`src/rtl/iss_hazard_ctrl_if.sv`:
```
// Issue/EX/WB hazard-control bus: issue-stage operands, EX/WB destinations,
// redirect, and the stall/flush/forward controls returned to the pipeline.
interface iss_hazard_ctrl_if;
   logic       iss_valid;
   logic [3:0] iss_rs1_addr;
   logic [3:0] iss_rs2_addr;
   logic [3:0] iss_rd_addr;
   logic       iss_rs1_use;
   logic       iss_rs2_use;
   logic       iss_we;
   logic       iss_multi;
   logic [3:0] ex_rd_addr;
   logic       ex_we;
   logic       wb_we;
   logic [3:0] wb_rd_addr;
   logic       redirect;
   logic       iss_stall;
   logic       ex_stall;
   logic       ex_flush;
   logic       fwd_rs1;
   logic       fwd_rs2;
   logic       busy;

   modport master (
      output iss_valid, iss_rs1_addr, iss_rs2_addr, iss_rd_addr,
      output iss_rs1_use, iss_rs2_use, iss_we, iss_multi,
      output ex_rd_addr, ex_we, wb_we, wb_rd_addr, redirect,
      input  iss_stall, ex_stall, ex_flush, fwd_rs1, fwd_rs2, busy
   );

   modport slave (
      input  iss_valid, iss_rs1_addr, iss_rs2_addr, iss_rd_addr,
      input  iss_rs1_use, iss_rs2_use, iss_we, iss_multi,
      input  ex_rd_addr, ex_we, wb_we, wb_rd_addr, redirect,
      output iss_stall, ex_stall, ex_flush, fwd_rs1, fwd_rs2, busy
   );
endinterface

```
`src/rtl/iss_hazard_ctrl.sv`:
```
// Issue-stage hazard controller: register scoreboard, multi-cycle EX occupancy
// FSM and redirect flush. Optional EX->ISS forwarding enabled by QTPA_FWD_EN.
module iss_hazard_ctrl #(
   parameter int unsigned DATA_WIDTH = 32,
   parameter int unsigned MUL_LAT    = 4
) (
   input logic              clk,
   input logic              rst_n,
   iss_hazard_ctrl_if.slave bus
);

   localparam int unsigned CNT_W = 4;
   localparam int unsigned NREG  = 16;

   typedef enum logic {IDLE = 1'b0, BUSY = 1'b1} state_t;

   // DATA_WIDTH only tracks the shared package value; MUL_LAT must fit the counter
   if (MUL_LAT < 2 || MUL_LAT > 15 || DATA_WIDTH == 0) begin : g_param_chk
      $error("iss_hazard_ctrl: MUL_LAT must be 2..15");
   end

   state_t            r_state;
   state_t            w_state_nxt;
   logic [CNT_W-1:0]  r_cnt;
   logic [CNT_W-1:0]  w_cnt_nxt;
   logic              r_pend;
   logic              w_pend_nxt;
   logic [NREG-1:0]   r_sb;
   logic [NREG-1:0]   w_sb_nxt;

   logic w_ex_stall;
   logic w_fwd_rs1;
   logic w_fwd_rs2;
   logic w_hazard;
   logic w_redir_eff;
   logic w_iss_stall;
   logic w_accept;

   assign w_ex_stall = (r_state == BUSY);

`ifdef QTPA_FWD_EN
   assign w_fwd_rs1 = bus.iss_rs1_use & bus.ex_we &
                      (bus.ex_rd_addr == bus.iss_rs1_addr) & ~w_ex_stall;
   assign w_fwd_rs2 = bus.iss_rs2_use & bus.ex_we &
                      (bus.ex_rd_addr == bus.iss_rs2_addr) & ~w_ex_stall;
`else
   logic w_unused_ex;
   assign w_fwd_rs1   = 1'b0;
   assign w_fwd_rs2   = 1'b0;
   assign w_unused_ex = ^{bus.ex_rd_addr, bus.ex_we};
`endif

   // Forwarded sources are satisfied from EX; WAW on rd always blocks
   assign w_hazard = bus.iss_valid &
                     ((bus.iss_rs1_use & r_sb[bus.iss_rs1_addr] & ~w_fwd_rs1) |
                      (bus.iss_rs2_use & r_sb[bus.iss_rs2_addr] & ~w_fwd_rs2) |
                      (bus.iss_we      & r_sb[bus.iss_rd_addr]));

   assign w_redir_eff = (bus.redirect | r_pend) & ~w_ex_stall;
   assign w_iss_stall = w_hazard | w_ex_stall;
   assign w_accept    = bus.iss_valid & ~w_iss_stall & ~w_redir_eff;

   assign bus.iss_stall = w_iss_stall;
   assign bus.ex_stall  = w_ex_stall;
   assign bus.busy      = w_ex_stall;
   assign bus.ex_flush  = w_redir_eff | (w_hazard & ~w_ex_stall);
   assign bus.fwd_rs1   = w_fwd_rs1;
   assign bus.fwd_rs2   = w_fwd_rs2;

   always_ff @(posedge clk or negedge rst_n) begin
      if (!rst_n) begin
         r_state <= IDLE;
         r_cnt   <= '0;
         r_pend  <= 1'b0;
         r_sb    <= '0;
      end else begin
         r_state <= w_state_nxt;
         r_cnt   <= w_cnt_nxt;
         r_pend  <= w_pend_nxt;
         r_sb    <= w_sb_nxt;
      end
   end

   always_comb begin
      w_state_nxt = r_state;
      w_cnt_nxt   = r_cnt;
      w_pend_nxt  = 1'b0;
      w_sb_nxt    = r_sb;

      case (r_state)
         IDLE: begin
            if (w_accept && bus.iss_multi) begin
               w_state_nxt = BUSY;
               w_cnt_nxt   = CNT_W'(MUL_LAT - 1);
            end
         end
         BUSY: begin
            // A redirect seen while EX is occupied is held until the first IDLE cycle
            w_pend_nxt = r_pend | bus.redirect;
            if (r_cnt == CNT_W'(1)) begin
               w_state_nxt = IDLE;
               w_cnt_nxt   = '0;
            end else begin
               w_cnt_nxt = r_cnt - CNT_W'(1);
            end
         end
         default: begin
            w_state_nxt = IDLE;
            w_cnt_nxt   = '0;
         end
      endcase

      // Retire first so a same-edge new write to the same register stays pending
      if (bus.wb_we) w_sb_nxt[bus.wb_rd_addr] = 1'b0;
      if (w_accept && bus.iss_we) w_sb_nxt[bus.iss_rd_addr] = 1'b1;
   end

endmodule

```
`src/flat_wrapper.sv`:
```
// flat-port wrapper written by rule: the top's interface ports become plain ports
module iss_hazard_ctrl_flat 
#(
   parameter int unsigned DATA_WIDTH = 32,
   parameter int unsigned MUL_LAT    = 4
)
  (clk, rst_n, bus_iss_valid, bus_iss_rs1_addr, bus_iss_rs2_addr, bus_iss_rd_addr, bus_iss_rs1_use, bus_iss_rs2_use, bus_iss_we, bus_iss_multi, bus_ex_rd_addr, bus_ex_we, bus_wb_we, bus_wb_rd_addr, bus_redirect, bus_iss_stall, bus_ex_stall, bus_ex_flush, bus_fwd_rs1, bus_fwd_rs2, bus_busy);
  iss_hazard_ctrl_if bus_i ();
  input logic clk;
  input logic rst_n;
  input wire logic [$bits(bus_i.iss_valid)-1:0] bus_iss_valid;
  input wire logic [$bits(bus_i.iss_rs1_addr)-1:0] bus_iss_rs1_addr;
  input wire logic [$bits(bus_i.iss_rs2_addr)-1:0] bus_iss_rs2_addr;
  input wire logic [$bits(bus_i.iss_rd_addr)-1:0] bus_iss_rd_addr;
  input wire logic [$bits(bus_i.iss_rs1_use)-1:0] bus_iss_rs1_use;
  input wire logic [$bits(bus_i.iss_rs2_use)-1:0] bus_iss_rs2_use;
  input wire logic [$bits(bus_i.iss_we)-1:0] bus_iss_we;
  input wire logic [$bits(bus_i.iss_multi)-1:0] bus_iss_multi;
  input wire logic [$bits(bus_i.ex_rd_addr)-1:0] bus_ex_rd_addr;
  input wire logic [$bits(bus_i.ex_we)-1:0] bus_ex_we;
  input wire logic [$bits(bus_i.wb_we)-1:0] bus_wb_we;
  input wire logic [$bits(bus_i.wb_rd_addr)-1:0] bus_wb_rd_addr;
  input wire logic [$bits(bus_i.redirect)-1:0] bus_redirect;
  output wire logic [$bits(bus_i.iss_stall)-1:0] bus_iss_stall;
  output wire logic [$bits(bus_i.ex_stall)-1:0] bus_ex_stall;
  output wire logic [$bits(bus_i.ex_flush)-1:0] bus_ex_flush;
  output wire logic [$bits(bus_i.fwd_rs1)-1:0] bus_fwd_rs1;
  output wire logic [$bits(bus_i.fwd_rs2)-1:0] bus_fwd_rs2;
  output wire logic [$bits(bus_i.busy)-1:0] bus_busy;
  assign bus_i.iss_valid = bus_iss_valid;
  assign bus_i.iss_rs1_addr = bus_iss_rs1_addr;
  assign bus_i.iss_rs2_addr = bus_iss_rs2_addr;
  assign bus_i.iss_rd_addr = bus_iss_rd_addr;
  assign bus_i.iss_rs1_use = bus_iss_rs1_use;
  assign bus_i.iss_rs2_use = bus_iss_rs2_use;
  assign bus_i.iss_we = bus_iss_we;
  assign bus_i.iss_multi = bus_iss_multi;
  assign bus_i.ex_rd_addr = bus_ex_rd_addr;
  assign bus_i.ex_we = bus_ex_we;
  assign bus_i.wb_we = bus_wb_we;
  assign bus_i.wb_rd_addr = bus_wb_rd_addr;
  assign bus_i.redirect = bus_redirect;
  assign bus_iss_stall = bus_i.iss_stall;
  assign bus_ex_stall = bus_i.ex_stall;
  assign bus_ex_flush = bus_i.ex_flush;
  assign bus_fwd_rs1 = bus_i.fwd_rs1;
  assign bus_fwd_rs2 = bus_i.fwd_rs2;
  assign bus_busy = bus_i.busy;
  iss_hazard_ctrl #(.DATA_WIDTH(DATA_WIDTH), .MUL_LAT(MUL_LAT)) u_core (.clk(clk), .rst_n(rst_n), .bus(bus_i));
endmodule
```
`config.mk`:
```
export PLATFORM = sky130hd
export DESIGN_NAME = iss_hazard_ctrl_flat
export DESIGN_NICKNAME = d
export VERILOG_FILES = /design/src/rtl/iss_hazard_ctrl_if.sv /design/src/rtl/iss_hazard_ctrl.sv /design/src/flat_wrapper.sv
export SDC_FILE = /design/constraint.sdc
export NUM_CORES = 1
export LEC_CHECK = 0
export ABC_AREA = 0
export BUFFER_PORTS_ARGS = -buffer_cell sky130_fd_sc_hd__buf_2
export CAP_MARGIN = 10
export CORE_MARGIN = 2
export CORE_UTILIZATION = 40
export DETAILED_ROUTE_END_ITERATION = 7
export GPL_ROUTABILITY_DRIVEN = 0
export HOLD_SLACK_MARGIN = 0.12
export PLACE_DENSITY = 0.6
export SYNTH_ARGS = -nofsm -noshare
export SYNTH_HDL_FRONTEND = slang
export SYNTH_SLANG_ARGS = --single-unit
```
`constraint.sdc`:
```
create_clock -name clk -period 6.3 [get_ports clk]
set_clock_uncertainty 0.2 [all_clocks]
set_input_delay 1.26 -clock clk [delete_from_list [all_inputs] [get_ports clk]]
set_output_delay 1.26 -clock clk [all_outputs]
set_load 0.03 [all_outputs]
```
Word level (Yosys, flattened, before mapping)
Index checks and enable logic that the tools add are counted.

Bits in registers: 22. Bits in latches: 0. RAM bits: 0. ROM bits: 0. Input bits: 30. Output and inout bits: 6. Memories: 0.

Add/sub/neg operators: 1. $mul: 0. Div/mod/pow operators: 0. $lt $le $gt $ge: 6. Equality and inequality tests: 2. Shifts and indexed selects: 0. Muxes and demuxes: 19. Bitwise gates (word level): 19. Reductions and logical operators: 4.

Operators by type and width (count): 16-bit 2-to-1 mux (2); 4-bit by 5-bit < comparator with 1-bit output, second input constant (4); 16-bit bitwise AND (1); 16-bit NOT (1); 16-bit OR (1); 1-bit binary-select mux with 4-bit select (3); 1-bit bitwise AND (8); 1-bit demux with 4-bit select (2); 4-bit by 1-bit greater-or-equal comparator with 1-bit output, second input constant (2); 1-bit 2-to-1 mux (8); 4-bit 2-to-1 mux (2); 4-bit case mux with 2 select lines (1); 1-bit OR (5); 4-bit by 1-bit == test with 1-bit output, second input constant (1); 1-bit logical AND (4); 4-bit by 1-bit subtractor with 4-bit output, second input constant (1); 1-bit NOT (3); 2-bit inequality test, second input constant (1); 1-bit case mux with 2 select lines (1).

Depth between registers and ports, before layout
Depth in word-level cells: 13. Mapped depth: 9. Mapped depth without buffers: 6.

Worst setup path after synthesis
OpenSTA, ideal clock, no wires.

Path type: input-to-output. Start: input port bus_iss_rs1_addr[0]. End: output port bus_ex_flush. Arrival time: 2.673 ns. Path slack: 2.167 ns. Stages: 6. Cells stage by stage: buf_6 mux4_1 o2111ai_1 nand4_1 o21ai_0 a21oi_1.

Longest elaborated chain between the ends: 8.

Ends and longest elaborated chain: start, declared (RTL line flat_wrapper.sv:12) `input wire logic [$bits(bus_i.iss_rs1_addr)-1:0] bus_iss_rs1_addr;`; 1-bit binary-select mux with 4-bit select (RTL line iss_hazard_ctrl.sv:55) `((bus.iss_rs1_use & r_sb[bus.iss_rs1_addr] & ~w_fwd_rs1) |`; 1-bit 2-to-1 mux (not written as such) (RTL line iss_hazard_ctrl.sv:55); 1-bit bitwise AND (RTL line iss_hazard_ctrl.sv:55); 1-bit OR (RTL line iss_hazard_ctrl.sv:55); 1-bit OR (RTL line iss_hazard_ctrl.sv:56) `(bus.iss_rs2_use & r_sb[bus.iss_rs2_addr] & ~w_fwd_rs2) |`; 1-bit bitwise AND (RTL line iss_hazard_ctrl.sv:54) `assign w_hazard = bus.iss_valid &`; 1-bit bitwise AND (RTL line iss_hazard_ctrl.sv:66) `assign bus.ex_flush = w_redir_eff | (w_hazard & ~w_ex_stall);`; 1-bit OR (RTL line iss_hazard_ctrl.sv:66); end, declared (RTL line flat_wrapper.sv:26) `output wire logic [$bits(bus_i.ex_flush)-1:0] bus_ex_flush;`.

Every way passes these cells. The select of a mux whose other input is x is not followed.

Final worst setup path
Start: input port bus_iss_rs2_addr[0]. End: output port bus_ex_flush.

Longest elaborated chain between the ends: 8.

Ends and longest elaborated chain: start, declared (RTL line flat_wrapper.sv:13) `input wire logic [$bits(bus_i.iss_rs2_addr)-1:0] bus_iss_rs2_addr;`; 1-bit binary-select mux with 4-bit select (RTL line iss_hazard_ctrl.sv:56); 1-bit 2-to-1 mux (not written as such) (RTL line iss_hazard_ctrl.sv:56); 1-bit bitwise AND (RTL line iss_hazard_ctrl.sv:56); 1-bit OR (RTL line iss_hazard_ctrl.sv:55); 1-bit OR (RTL line iss_hazard_ctrl.sv:56); 1-bit bitwise AND (RTL line iss_hazard_ctrl.sv:54); 1-bit bitwise AND (RTL line iss_hazard_ctrl.sv:66); 1-bit OR (RTL line iss_hazard_ctrl.sv:66).

Every way passes these cells. The select of a mux whose other input is x is not followed.

==> out/qor.csv <==
metric,value,unit
outcome,finished clean,
synth-async-reset-ratio,100.0,%
core,3689,sq um
final_cells,222,
cts_buffer_depth,2,
clock-sinks,22,
ys_ff_latch,22,
hold_depth,1,
critical_path_class,in -> out,
portBuffers,28,
clkTransAtPathRegs,70,ps
maxSlewViolCount,0,
layout_setup_ws,1811,ps
drc_errors,0,
p_sw_share,38.62,%
layout.nets,208,
cp-start-kind,primary input,
cp_slowest_cell,mux4_1,
arrival,3030,ps
rsz0062_at_grt,no,
finalSetupTns,0,ps
cp-startpoint,bus_iss_rs2_addr[0],
ys_types,33,
syn_area,1538,sq um
grt_pass1_wl,6320,um
post-synth-top-count-cell,dfrtp_1,
postRouteAntennaNets,0,
cts_made_buffers,3,
pin_count,36,
grt_antenna_before_repair,0,
synth_enable_flop_cells,0,
r2r-start,u_core.r_sb[11]$_DFF_PN0_,
timing.rr.end,u_core.r_sb[2]$_DFF_PN0_,
final_min_period_over_clock_period,71.25,%
yosysSeqAreaShare,35.80,%
die_w,66,um
pwr-share-seq,45.7,%
reg2reg_depth,5,
syn_inst,152,
viasPerCell,5.982,
crit_chain,"buf_2, mux4_1, o2111ai_1, nand4_1, o21ai_0, a21oi_1, buf_2",
max_cap_violations,0,
dieArea,4356,sq um
post_cts_buffers,0,
relSlewSlack,29.36,%
preCtsSetupSlack,1815,ps
synth_warnings,0,
critPathMaxStageDelay,580,ps
die_y,66,um
crit_path_max_fanout,6,
clockPowerShare,18.5,%
placedCellCount,219,
ys_top_cells_by_area,"dfrtp_1 (36%), mux4_1 (6.8%), mux2i_1 (6.5%), o21ai_0 (6.2%), mux4_2 (5.9%)",
cts_tree,done,
drive_above_1_share,21.84,%
p_sw,180.3,uW
grt_usage,19.01,%
post_cts_resize_count,0,
synth.top_cell.area_share,35.80,%
crit_path_frequent_cell,buf_2,
syn_avg_cell_area,10.12,sq um
synth_top_flop_cell,dfrtp_1,
crit_family,compound AO/OA/AOI/OAI gates,
area_growth,10.74,%
synthTopCellsByCount,"dfrtp_1 (22), o21ai_0 (19), o31ai_1 (12)",
cts-htree-levels,1,
min_period,4489,ps
leakagePower,0.0007670,uW
p_total,466.7,uW
drtPass1Iterations,4,
peakVddDrop,0.0001153,V
critPathBufInv,2,
initial_core_util,41.69,%
setup_viol,0,
fmax,0.2228,GHz
hold_path_class,reg -> reg,
grt_pass1_vias,1273,
power_density,274.1,nW/um^2
p_int,286.5,uW
grt_start_max_net_pins,23,
grt_overflow,0,
wl_per_cell,17.36,um
synth_top_area_cell,dfrtp_1,
holdBufCountCts,0,
setup.worst_path.end_class,output pin,
comb_power_share,35.8,%
antenna_cells,0,
drt_iter0_drc,49,
rows,22,
dpl.hpwl,2963,um
ff2ff_setup_slack,3710,ps
cts_root_buf,clkbuf_8,
holdCritStartpoint,u_core.r_cnt[2]$_DFFE_PN0P_,
tightest_slew,1045,ps
cp_data_required_time,4840,ps
hold_end,u_core.r_cnt[2]$_DFFE_PN0P_,
finalHoldViolations,0,
clock_latency,260,ps
wl,3854,um
hold_slack,333.8,ps
num_vias,1328,
final cells by class:
cell class | instances | area [sq um]
fill | 372 | 1986
multi-input combinational | 114 | 884.6
sequential | 22 | 550.5
timing repair buffer | 28 | 140.1
tap | 48 | 60.06
clock buffer | 3 | 41.29
inverter | 7 | 26.28
cell usage in the layout, fill, tap and decap left out, types with 4 or more instances in the layout:
cell type | Yosys | final
o2111ai_1 | 4 | 4
buf_2 | 1 | 28
mux4_2 | 4 | 4
mux4_1 | 4 | 4
nand2_1 | 9 | 9
inv_1 | 7 | 7
o21ai_0 | 19 | 19
a22oi_1 | 4 | 4
o41ai_1 | 4 | 4
mux2i_1 | 10 | 10
nand2b_1 | 4 | 4
o31ai_1 | 12 | 12
nor2_1 | 8 | 8
dfrtp_1 | 22 | 22
nand3_1 | 5 | 5
nand3b_1 | 5 | 5
flip-flops by register name (all words and copies together), names as in the netlist:
signal	count
u_core.bus.busy	1
u_core.r_cnt	4
u_core.r_sb	16
u_core.r_pend	1
power by group through the flow:
| stage | Combinational [uW] | Sequential (uW) | Clock, uW |
|---|---|---|---|
| final | 167 | 213 | 86.5 |
| after global routing | 187 | 219 | 92.4 |
| after floorplan | 134 | 202 | 0 |
| after CTS | 167 | 212 | 88.2 |
| after global placement | 161 | 213 | 0 |
| after detailed placement | 166 | 215 | 0 |
per-layer routing:
metal	share of wire, %	routed length (um)	GRT usage (%)	vias up
met5	0	0	0	-
met4	0.65	25	4.592	0
met3	8.3	318	3.237	4
met2	48	1868	31.06	55
met1	43	1640	26.36	643
li1	-	-	-	626
cells by family (layout without fill, tap and decap cells):
logic type | count (synthesis) | after routing | share of synthesized area [%]
AOI/OAI and AO/OA | 49 | 49 | 21.07
and+or+nand+nor | 43 | 43 | 15.13
DFF | 22 | 22 | 35.80
muxes | 18 | 18 | 19.20
buffers and inverters | 17 | 38 | 6.915
adders and majority gates | 2 | 2 | 1.627
other | 1 | 2 | 0.2439
how the worst max path moves through the flow:
stage,slack [ps],endpoint,cells after the start
after global placement,1830,bus_ex_flush,7
after detailed placement,1820,bus_ex_flush,7
after floorplan,2170,bus_ex_flush,6
final,1810,bus_ex_flush,7
after global routing,1680,bus_iss_stall,7
after CTS,1800,bus_ex_flush,7
metrics by stage:
step	area [sq um]	utilization (%)
3_5_place_dp	1662	45.05
5_1_grt	1703	46.17
4_1_cts	1703	46.17
2_1_floorplan	1541	-
3_3_place_gp	1662	45.05
6_report	1703	46.17
Power figures use the tool's default switching activity.
